$ cat src/rtl/fetch_ctrl_if.sv
// Instruction-memory handshake between the fetch controller and imem.
interface fetch_ctrl_if;
    logic        imem_req;
    logic [31:0] imem_addr;
    logic        imem_ready;
    logic [31:0] imem_rdata;

    modport master (output imem_req, output imem_addr, input imem_ready, input imem_rdata);
    modport slave  (input imem_req, input imem_addr, output imem_ready, output imem_rdata);
endinterface

$ cat src/rtl/fetch_ctrl.sv
// Fetch controller: requests one instruction per PC, issues it to decode,
// then advances or redirects the PC. Halts on EBREAK, imem timeout or misaligned branch.
module fetch_ctrl #(
    parameter int unsigned TIMEOUT     = 15,
    parameter logic [31:0] EBREAK_WORD = 32'h0010_0073
) (
    input  logic                clk,
    input  logic                reset,
    input  logic [31:0]         PC,
    output logic [31:0]         PC_next,
    output logic                PC_write_en,
    fetch_ctrl_if.master        imem,
    input  logic                branch_taken,
    input  logic [31:0]         branch_target,
    input  logic                stall,
    output logic [31:0]         instr,
    output logic                instr_valid,
    output logic                halted,
    output logic                fault,
    output logic [31:0]         retired
);
    localparam int CW = (TIMEOUT > 1) ? $clog2(TIMEOUT + 1) : 1;
    localparam logic [CW-1:0] WAIT_LAST = CW'(TIMEOUT - 1);

    typedef enum logic [1:0] {IDLE, REQ, ISSUE, HALT} state_t;

    state_t        state, state_nx;
    logic [CW-1:0] wait_cnt, wait_nx;
    logic [31:0]   instr_nx, ret_nx;
    logic          fault_nx;

    assign imem.imem_addr = PC;

    always_ff @(posedge clk or posedge reset) begin
        if (reset) begin
            state    <= IDLE;
            wait_cnt <= '0;
            instr    <= '0;
            fault    <= 1'b0;
            retired  <= '0;
        end else begin
            state    <= state_nx;
            wait_cnt <= wait_nx;
            instr    <= instr_nx;
            fault    <= fault_nx;
            retired  <= ret_nx;
        end
    end

    always_comb begin
        state_nx      = state;
        wait_nx       = wait_cnt;
        instr_nx      = instr;
        fault_nx      = fault;
        ret_nx        = retired;
        PC_next       = PC + 32'd4;
        PC_write_en   = 1'b0;
        imem.imem_req = 1'b0;
        instr_valid   = 1'b0;
        halted        = 1'b0;
        case (state)
            IDLE: begin
                state_nx = REQ;
                wait_nx  = '0;
            end
            REQ: begin
                imem.imem_req = 1'b1;
                if (imem.imem_ready) begin
                    instr_nx = imem.imem_rdata;
                    state_nx = ISSUE;
                end else if (wait_cnt == WAIT_LAST) begin
                    state_nx = HALT;
                    fault_nx = 1'b1;
                end else begin
                    wait_nx = wait_cnt + 1'b1;
                end
            end
            ISSUE: begin
                instr_valid = 1'b1;
                if (!stall) begin
                    if (branch_taken)
                        PC_next = branch_target;
                    // A misaligned redirect never reaches the PC register.
                    if (branch_taken && (branch_target[1:0] != 2'b00)) begin
                        state_nx = HALT;
                        fault_nx = 1'b1;
                    end else begin
                        PC_write_en = 1'b1;
                        if (retired != 32'hFFFF_FFFF)
                            ret_nx = retired + 32'd1;
                        if (instr == EBREAK_WORD) begin
                            state_nx = HALT;
                        end else begin
                            state_nx = REQ;
                            wait_nx  = '0;
                        end
                    end
                end
            end
            HALT: halted = 1'b1;
            default: state_nx = IDLE;
        endcase
    end
endmodule

$ cat src/flat_wrapper.sv
// flat-port wrapper written by rule: the top's interface ports become plain ports
module fetch_ctrl_flat 
#(
    parameter int unsigned TIMEOUT     = 15,
    parameter logic [31:0] EBREAK_WORD = 32'h0010_0073
)
  (clk, reset, PC, PC_next, PC_write_en, branch_taken, branch_target, stall, instr, instr_valid, halted, fault, retired, imem_imem_req, imem_imem_addr, imem_imem_ready, imem_imem_rdata);
  fetch_ctrl_if imem_i ();
  input  logic clk;
  input  logic reset;
  input  logic [31:0] PC;
  output logic [31:0] PC_next;
  output logic PC_write_en;
  input  logic branch_taken;
  input  logic [31:0] branch_target;
  input  logic stall;
  output logic [31:0] instr;
  output logic instr_valid;
  output logic halted;
  output logic fault;
  output logic [31:0] retired;
  output wire logic [$bits(imem_i.imem_req)-1:0] imem_imem_req;
  output wire logic [$bits(imem_i.imem_addr)-1:0] imem_imem_addr;
  input wire logic [$bits(imem_i.imem_ready)-1:0] imem_imem_ready;
  input wire logic [$bits(imem_i.imem_rdata)-1:0] imem_imem_rdata;
  assign imem_imem_req = imem_i.imem_req;
  assign imem_imem_addr = imem_i.imem_addr;
  assign imem_i.imem_ready = imem_imem_ready;
  assign imem_i.imem_rdata = imem_imem_rdata;
  fetch_ctrl #(.TIMEOUT(TIMEOUT), .EBREAK_WORD(EBREAK_WORD)) u_core (.clk(clk), .reset(reset), .PC(PC), .PC_next(PC_next), .PC_write_en(PC_write_en), .imem(imem_i), .branch_taken(branch_taken), .branch_target(branch_target), .stall(stall), .instr(instr), .instr_valid(instr_valid), .halted(halted), .fault(fault), .retired(retired));
endmodule
$ cat config.mk
export PLATFORM = sky130hd
export DESIGN_NAME = fetch_ctrl_flat
export DESIGN_NICKNAME = d
export VERILOG_FILES = /design/src/rtl/fetch_ctrl_if.sv /design/src/rtl/fetch_ctrl.sv /design/src/flat_wrapper.sv
export SDC_FILE = /design/constraint.sdc
export NUM_CORES = 1
export LEC_CHECK = 0
export BUFFER_PORTS_ARGS = -buffer_cell sky130_fd_sc_hd__buf_2
export CORE_MARGIN = 10
export CORE_UTILIZATION = 45
export CTS_CLUSTER_SIZE = 24
export DETAILED_ROUTE_END_ITERATION = 10
export GPL_ROUTABILITY_DRIVEN = 1
export GPL_TIMING_DRIVEN = 0
export PLACE_DENSITY = 0.8
export SYNTH_ARGS = -nofsm -noshare
export SYNTH_HDL_FRONTEND = slang
export SYNTH_SLANG_ARGS = --single-unit
$ cat constraint.sdc
create_clock -name clk -period 2.45 [get_ports clk]
set_input_delay 0.245 -clock clk [delete_from_list [all_inputs] [get_ports clk]]
set_output_delay 0.245 -clock clk [all_outputs]
set_load 0.05 [all_outputs]
Word level (Yosys, flattened, before mapping)
Cells that the tools add are included.
{ "word_totals": {"register_bits": 71, "wordCells": 60} }
{ "op_classes": {"n_addsub": 3, "eq_ne": 14, "mux": 26, "bitwise_logic": 2, "reduce_logical": 10} }
{ "op_table": {"columns": ["op", "count"], "rows": [
  ["two-way mux 32 bit", 3],
  ["adder 32 x 1 -> 32 bit, second input constant", 1],
  ["adder 32 x 3 -> 32 bit, second input constant", 1],
  ["== test 32 x 21 -> 1 bit, second input constant", 1],
  ["!= test 32 bit, second input constant", 1],
  ["two-way mux 4 bit", 5],
  ["case mux 4 bit (3 select lines)", 1],
  ["two-way mux 1 bit", 10],
  ["two-way mux 2 bit", 5],
  ["!= test 2 bit, second input constant", 5],
  ["case mux 2 bit (3 select lines)", 1],
  ["AND reduction 6 bit", 1],
  ["AND reduction 5 bit", 1],
  ["adder 4 x 1 -> 4 bit, second input constant", 1],
  ["== test 2 bit, second input constant", 2],
  ["== test 4 bit, second input constant", 1],
  ["!= test 2 x 1 -> 1 bit, second input constant", 2],
  ["AND reduction 4 bit", 1],
  ["nonzero test 2 bit", 2],
  ["!= test 3 x 2 -> 1 bit, second input constant", 1],
  ["AND reduction 3 bit", 1],
  ["nonzero test 3 bit", 1],
  ["== test 2 x 1 -> 1 bit, second input constant", 1],
  ["logical NOT 2 bit", 1],
  ["other kinds (4)", 5]
]} }

Logic depth before layout (Yosys ltp)
Gate-level depths: netlist of run 1.
{ "logic_depth": {"depth_word": 5, "mapped_depth": 10, "depth_no_buf": 7} }

Least setup slack after synthesis of run 1
OpenSTA, ideal clock, no wires.
{ "synth_path": {"path_type": "reg-to-output", "from": "register u_core.state[0]", "to": "output port PC_next[21]", "arrival_ns": 2.798, "t_required_ns": 2.205, "slack_ns": -0.593, "stages_incl_launch_ff": 9, "n_path_buf": 3, "cell_sequence": "dfrtp_1 > inv_1 > ha_1 > buf_2 > nor2b_1 > and2_1 > clkbuf_1 > clkbuf_1 > o21ai_0"} }
{ "synth_via": {"elab_chain_len": 2} }
{ "synth_rtl": {"columns": ["element", "line_no", "text"], "rows": [
  ["from (decl)", "fetch_ctrl.sv:27", "state_t state, state_nx;"],
  ["from (signal assigned)", "fetch_ctrl.sv:42", "state <= state_nx;"],
  ["== test 2 bit", "fetch_ctrl.sv:61", "case (state)"],
  ["two-way mux 32 bit", "fetch_ctrl.sv:61", null],
  ["to (decl)", "flat_wrapper.sv:12", "output logic [31:0] PC_next;"]
]} }
No other way between the ends.

Worst setup path after layout of run 1
{ "layout_path": {"from": "register u_core.state[1]", "to": "output port PC_next[28]"} }
Same word-level chain as after synthesis.

==> flow_metrics.py, run 1 <==
metrics = {
    "clocking": {
        "clk_pin_slew_ns": 0.08,
        "cts_sinks": 71,
        "cts_root_buffer": "sky130_fd_sc_hd__clkbuf_8",
        "clk-insertion-delay-late_ns": 0.35,
        "cts.path.max_buffers": 2,
        "cts-buffers-inserted": 9,
        "htree_levels": 3,
        "clock_tree_from_tritoncts": "done",
    },
    "synthesis": {
        "synth.cells.most_frequent": "71 x sky130_fd_sc_hd__dfrtp_1, 58 x sky130_fd_sc_hd__nand2_1, 37 x sky130_fd_sc_hd__mux2_2",
        "fraction_of_the_mapped_netlist_area_in_compound_gates_pct": 6.43,
        "synth.ff_latch_count": 71,
        "synth_top_area_share_pct": 40.2,
        "synth_nets": 574,
        "yosysMostFrequentCell": "sky130_fd_sc_hd__dfrtp_1",
        "xor_xnor_share_of_the_synthesized_area_pct": 10.5,
        "synth_edf_count": 0,
        "synth_fa_ha_area_share_pct": 1.98,
        "synthArstFlopShare_pct": 100,
        "postSynth.topFlopCell": "sky130_fd_sc_hd__dfrtp_1",
        "share_of_synthesized_area_occupied_by_flip_flops_and_latches_pct": 40.2,
        "yosysWarningCount": 0,
        "yosys.area_share.simple_pct": 23.3,
        "post_synth.cell_area_avg_um2": 9.48,
        "syn-cell-area_mm2": 0.00442,
        "yosys-mux-area-fraction_pct": 10.1,
        "post_synth_main_area_contributors": "sky130_fd_sc_hd__dfrtp_1 40%, sky130_fd_sc_hd__mux2_2 9.4%, sky130_fd_sc_hd__xnor2_1 6.5%",
        "ys_types": 45,
        "synth_largest_area_cell": "sky130_fd_sc_hd__dfrtp_1",
        "synthesis.instances": 466,
        "dominant_combinational_cell_family_by_area_after_synthesis": "simple AND/OR/NAND/NOR gates",
    },
    "global_routing": {
        "number_of_antenna_violations_at_the_first_check_in_global_routing": 0,
        "grt-ovfl-total": 0,
        "grt_max_degree": 72,
        "via_count_of_the_first_global_routing_pass": 4529,
        "grt_pass1_wl_mm": 23.5,
        "gr-usage-all-layers_pct": 20.1,
    },
    "status": {
        "run_status": "finished clean",
    },
    "power": {
        "switching_power_uw": 3010,
        "pwr-share-clk_pct": 18.6,
        "power.leakage_uw": 0.00309,
        "swShare_pct": 48.8,
        "ir_worst_vdd_mv": 1.29,
        "part_of_the_power_in_combinational_logic_pct": 52.3,
        "intPower_uw": 3160,
        "seqPwrFrac_pct": 29.1,
        "power-per-cell-area_mw_per_mm2": 991,
    },
    "worst_setup_path": {
        "critical_path_class": "reg -> out",
        "worst_r2r_endpoint": "u_core.retired[1]$_DFFE_PP0P_",
        "max_stage_delay_ns": 0.44,
        "timing.critical_path.required_ns": 2.20,
        "critical_path_buf_inv_count": 2,
        "worst-path-max-fanout": 7,
        "r2r_start": "u_core.retired[16]$_DFFE_PP0P_",
        "worst_path_dominant_cell_family": "simple AND/OR/NAND/NOR gates",
        "worst-endpoint-arrival_ns": 2.12,
        "critical_path_end_type": "primary output",
        "worstSetupStartpointType": "flip-flop",
        "timing.reg2reg.worst_path_depth": 5,
        "cp_cell_sequence": "ha_4 > nor2b_4 > and2_4 > buf_4 > or3_1 > nand3_2 > clkbuf_4",
        "worst-r2r-setup-slack_ns": 0.20,
        "slowest_stage": "sky130_fd_sc_hd__dfrtp_1",
    },
    "placed_design": {
        "routabilityCongestion": 0.870,
        "dp.final_hpwl_mm": 11.8,
        "dpl_cell_area_mm2": 0.00586,
        "place.detailed.instances": 832,
        "buffer_ports.inserted": 233,
    },
    "floorplanning": {
        "floorplan.io_pins": 234,
        "die-width_um": 119,
        "initial_core_util_pct": 45.6,
        "std_cell_rows": 36,
        "die_h_um": 119,
        "core_area_mm2": 0.00968,
        "area_enclosed_by_the_die_boundary_mm2": 0.0142,
    },
    "sta": {
        "achievable-frequency_mhz": 423,
        "timing.final.hold_violations": 0,
        "post-route-min-period_ns": 2.36,
        "report.final.slew_viol_count": 0,
        "min_period_over_period_pct": 96.5,
        "grt_setup_unrepaired": "false",
        "worst-slew-pin-transition_ns": 0.844,
        "max-slew-margin-rel_pct": 43.2,
        "clock_tree_skew_after_final_layout_ns": 0.00821,
        "hold_slack_ns": 0.0791,
        "finalSetupViolations": 0,
    },
    "final_layout": {
        "nets_final": 825,
        "layout-area-overhead-vs-synth_pct": 41.0,
        "postLayoutCoreUtil_pct": 64.3,
        "final_area_mm2": 0.00623,
        "drive_gt1_share_pct": 51.5,
        "finish.cell_count_without_fillers": 855,
        "n_antenna_cell": 0,
    },
    "worst_hold_path": {
        "worstHoldPathType": "in -> async",
    },
    "route": {
        "drt-initial-drc-count": 303,
        "detailroute.via_count": 4428,
        "ant_nets": 0,
        "avgRoutedWirePerCell_um": 17.1,
        "routed_via_density": 5.18,
        "route.final.wire_length_mm": 14.6,
        "post-route-drc-count": 0,
        "drt_pre_antenna_iters": 4,
    },
    "run": {
        "max-cap-violations": 0,
    },
}
cells by family after synthesis:
logic type,Yosys count
multiplexers,40
AO/OA/AOI/OAI,48
XOR/XNOR,53
flip-flops,71
AND/OR/NAND/NOR,192
buffers and inverters,55
adder cells (fa/ha/maj),7
state kept, by name (all words and copies together), names as in the netlist:
signal and flops:
u_core.wait_cnt 4, u_core.instr 32, u_core.fault 1, u_core.retired 32
u_core.state 2
metrics by stage:
stage	TNS [ns]	power [uW]	worst slack (ns)
finish	0	6170	0.0869
global route	0	6470	0.000518
CTS	0	6170	0.0115
detailed placement	-8.22	4970	-0.463
global placement	-29.90	4870	-0.418
floorplan	-0.641	4170	-0.160
cell type report:
class | instances | area, um2
inverter | 7 | 28.8
clock buffer | 9 | 124
timing repair buffer | 242 | 1260
clock inverter | 7 | 120
buffer | 46 | 325
sequential | 71 | 1780
multi-input combinational | 340 | 2430
fill | 813 | 3460
tap | 133 | 166
worst max-delay path by stage:
stage / from / end / slack, ns / cells after the start
5_1_grt: u_core.state[1]$_DFFE_PP0P_ / PC_next[29] / 0.0005 / 7
6_report: u_core.state[1]$_DFFE_PP0P_ / PC_next[28] / 0.09 / 7
3_3_place_gp: u_core.state[0]$_DFFE_PP0P_ / PC_next[25] / -0.42 / 11
2_1_floorplan: u_core.state[0]$_DFFE_PP0P_ / PC_next[26] / -0.16 / 7
4_1_cts: PC[2] / PC_next[26] / 0.01 / 8
3_5_place_dp: u_core.state[0]$_DFFE_PP0P_ / PC_next[25] / -0.46 / 11
routing by layer:
metal  global-route usage [%]  up-vias  wire, um
li1                         -     2121         -
met1                     23.0     2126      5730
met2                     35.1      160      7610
met3                     6.14       21      1040
met4                     6.34        0       267
met5                        0        -         0
power by group through the flow:
stage	sequential [uW]	clock (uW)	combinational, uW
2_1_floorplan	2820	0	1350
3_3_place_gp	1770	0	3100
3_5_place_dp	1800	0	3170
4_1_cts	1790	1170	3210
5_1_grt	1850	1230	3400
6_report	1790	1150	3230
repair_timing:
action | in CTS | in global routing
hold buffers | 0 | 0
setup buffers | 3 | 6
gates resized for setup | 19 | 1
setup endpoints to repair | 44 | 28
pin swaps | 2 | 2
layout by cell type, fill, tap and decap left out, types with 6 or more instances in the layout:
| cell type | Yosys | final |
|---|---|---|
| sky130_fd_sc_hd__mux2_2 | 37 | 37 |
| sky130_fd_sc_hd__dfrtp_1 | 71 | 71 |
| sky130_fd_sc_hd__buf_2 | 1 | 225 |
| sky130_fd_sc_hd__and4_1 | 10 | 10 |
| sky130_fd_sc_hd__nand2_1 | 58 | 56 |
| sky130_fd_sc_hd__xnor2_1 | 33 | 33 |
| sky130_fd_sc_hd__nor2_1 | 20 | 20 |
| sky130_fd_sc_hd__nor4_1 | 9 | 9 |
| sky130_fd_sc_hd__clkbuf_8 | 0 | 9 |
| sky130_fd_sc_hd__buf_4 | 32 | 47 |
| sky130_fd_sc_hd__and3_1 | 16 | 16 |
| sky130_fd_sc_hd__nand4_1 | 21 | 21 |
| sky130_fd_sc_hd__nand3_1 | 33 | 32 |
| sky130_fd_sc_hd__o21ai_2 | 0 | 21 |
| sky130_fd_sc_hd__ha_1 | 7 | 6 |
| sky130_fd_sc_hd__o21ai_0 | 29 | 8 |
| sky130_fd_sc_hd__xor2_1 | 20 | 20 |
worst register-to-register path: cells and delay by family, from the launching register on:
family / cells / cell delay (ns)
flops: 1 / 0.44
mux: 1 / 0.35
simple gates: 4 / 1.35
(Power assumes the default switching activity.)
==> inputs of run 2 (changes only) <==
- RECOVER_POWER: unset -> 50
==> run 2 against run 1 <==
Against the previous run: worst hold slack gained 0.042 ns; clock power hardly changed; setup slack worse by 0.0013 ns; critical path type unchanged.
==> flow_metrics.py, run 2 (synthesis results as in run 1) <==
metrics = {
    "clocking": {
        "cts_sinks": 71,
        "cts.path.max_buffers": 2,
        "cts_root_buffer": "sky130_fd_sc_hd__clkbuf_8",
        "cts-buffers-inserted": 9,
        "clk-insertion-delay-late_ns": 0.35,
        "clk_pin_slew_ns": 0.08,
        "clock_tree_from_tritoncts": "done",
        "htree_levels": 3,
    },
    "route": {
        "ant_nets": 0,
        "drt-initial-drc-count": 300,
        "route.final.wire_length_mm": 14.7,
        "avgRoutedWirePerCell_um": 17.2,
        "detailroute.via_count": 4447,
        "post-route-drc-count": 0,
        "drt_pre_antenna_iters": 5,
        "routed_via_density": 5.20,
    },
    "worst_hold_path": {
        "worstHoldPathType": "in -> reg",
    },
    "power": {
        "fin_total_pwr_uw": 6100,
        "power.leakage_uw": 0.00290,
        "part_of_the_power_in_combinational_logic_pct": 51.7,
        "swShare_pct": 49.6,
        "intPower_uw": 3080,
        "pwr-share-clk_pct": 18.8,
        "seqPwrFrac_pct": 29.5,
        "switching_power_uw": 3030,
        "ir_worst_vdd_mv": 1.24,
        "power-per-cell-area_mw_per_mm2": 994,
    },
    "placed_design": {
        "routabilityCongestion": 0.870,
        "dp_worst_setup_slack_ns": -0.463,
        "dpl_cell_area_mm2": 0.00586,
        "buffer_ports.inserted": 233,
        "dp.final_hpwl_mm": 11.8,
    },
    "final_layout": {
        "top_regs": "u_core.instr: 32 flops, u_core.retired: 32 flops, u_core.wait_cnt: 4 flops",
        "drive_gt1_share_pct": 42.4,
        "postLayoutCoreUtil_pct": 63.4,
        "n_antenna_cell": 0,
        "layout-area-overhead-vs-synth_pct": 39.1,
        "nets_final": 825,
        "most-common-layout-cells": "159 x sky130_fd_sc_hd__buf_2, 71 x sky130_fd_sc_hd__clkbuf_1, 71 x sky130_fd_sc_hd__dfrtp_1",
        "final_area_mm2": 0.00614,
        "layout_commonest_cell": "sky130_fd_sc_hd__buf_2",
    },
    "worst_setup_path": {
        "critical_path.endpoint": "PC_next[28]",
        "worst-endpoint-arrival_ns": 2.12,
        "critical_path_buf_inv_count": 2,
        "timing.critical_path.required_ns": 2.20,
        "cp_cell_sequence": "ha_4 > nor2b_4 > and2_4 > buf_4 > or3_1 > nand3_2 > clkbuf_4",
        "worstSetupStartpointType": "flip-flop",
        "critical_path_class": "reg -> out",
        "worst-r2r-setup-slack_ns": 0.21,
        "r2r_start": "u_core.retired[16]$_DFFE_PP0P_",
        "setup.worst_path.start": "u_core.state[1]$_DFFE_PP0P_",
        "timing.reg2reg.worst_path_depth": 5,
        "worst_path_dominant_cell_family": "simple AND/OR/NAND/NOR gates",
        "slowest_stage": "sky130_fd_sc_hd__dfrtp_1",
        "worst-path-max-fanout": 7,
        "path_depth": 7,
        "worst_r2r_endpoint": "u_core.retired[1]$_DFFE_PP0P_",
        "max_stage_delay_ns": 0.45,
        "critical_path_end_type": "primary output",
    },
    "sta": {
        "min_period_over_period_pct": 96.5,
        "report.final.slew_viol_count": 0,
        "timing.final.hold_violations": 0,
        "grt_setup_unrepaired": "false",
        "finalSetupTns_ns": 0,
        "worst-slew-pin-transition_ns": 1.45,
        "finalSetupViolations": 0,
        "max-slew-margin-rel_pct": 3.17,
        "final_worst_setup_slack_ns": 0.0856,
        "post-route-min-period_ns": 2.36,
        "achievable-frequency_mhz": 423,
        "clock_tree_skew_after_final_layout_ns": 0.00867,
    },
    "floorplanning": {
        "die-width_um": 119,
        "floorplan.io_pins": 234,
        "initial_core_util_pct": 45.6,
        "area_enclosed_by_the_die_boundary_mm2": 0.0142,
        "core_area_mm2": 0.00968,
        "std_cell_rows": 36,
        "die_h_um": 119,
    },
    "global_routing": {
        "number_of_antenna_violations_at_the_first_check_in_global_routing": 0,
        "grt_max_degree": 72,
        "via_count_of_the_first_global_routing_pass": 4529,
        "grt_pass1_wl_mm": 23.5,
        "gr-usage-all-layers_pct": 20.1,
        "grt-ovfl-total": 0,
    },
    "status": {
        "run_status": "finished clean",
    },
    "run": {
        "max-cap-violations": 0,
    },
}
-- run 2: layer usage --
| metal | global-route usage (%) | vias to the layer above | share of wire (%) |
|---|---|---|---|
| met5 | 0 | - | 0 |
| met4 | 6.34 | 0 | 1.8 |
| met3 | 6.14 | 19 | 7.2 |
| met2 | 35.1 | 174 | 52 |
| met1 | 23.0 | 2129 | 39 |
| li1 | - | 2125 | - |
-- run 2: timing repair --
| action | 4_1_cts | 5_1_grt |
|---|---|---|
| hold buffers | 0 | 0 |
| pin swaps | 2 | 2 |
| endpoints found under the setup margin | 44 | 28 |
| setup buffers | 3 | 6 |
| resized for setup | 19 | 1 |
-- run 2: cell type report --
class / instances / area, um2
fill: 851 / 3540
multi-input combinational: 340 / 2430
sequential: 71 / 1780
timing repair buffer: 242 / 1170
buffer: 46 / 325
tap: 133 / 166
clock buffer: 9 / 124
clock inverter: 7 / 120
inverter: 7 / 26.3
-- run 2: worst min-delay path by stage --
stage / startpoint / to / cells past startpoint / slack, ns
floorplan: imem_imem_rdata[22] / u_core.instr[22]$_DFFE_PP0P_ / 1 / 0.40
global placement: u_core.fault$_DFFE_PP0P_ / u_core.fault$_DFFE_PP0P_ / 1 / 0.46
detailed placement: u_core.fault$_DFFE_PP0P_ / u_core.fault$_DFFE_PP0P_ / 1 / 0.46
CTS: reset / u_core.instr[3]$_DFFE_PP0P_ / 2 / 0.1
global route: imem_imem_rdata[2] / u_core.instr[2]$_DFFE_PP0P_ / 2 / 0.1
finish: imem_imem_rdata[13] / u_core.instr[13]$_DFFE_PP0P_ / 2 / 0.12
-- run 2: metrics by stage --
stage | hold slack (ns) | instances
finish | 0.121 | 855
global placement | 0.463 | 832
global route | 0.0962 | 855
detailed placement | 0.460 | 832
CTS | 0.0974 | 849
floorplan | 0.395 | 466
-- run 2: power by group through the flow --
| stage | clock (uW) | sequential, uW | combinational [uW] |
|---|---|---|---|
| 6_report | 1150 | 1800 | 3150 |
| 5_1_grt | 1230 | 1850 | 3310 |
| 4_1_cts | 1170 | 1790 | 3210 |
| 3_5_place_dp | 0 | 1800 | 3170 |
| 3_3_place_gp | 0 | 1770 | 3100 |
| 2_1_floorplan | 0 | 2820 | 1350 |
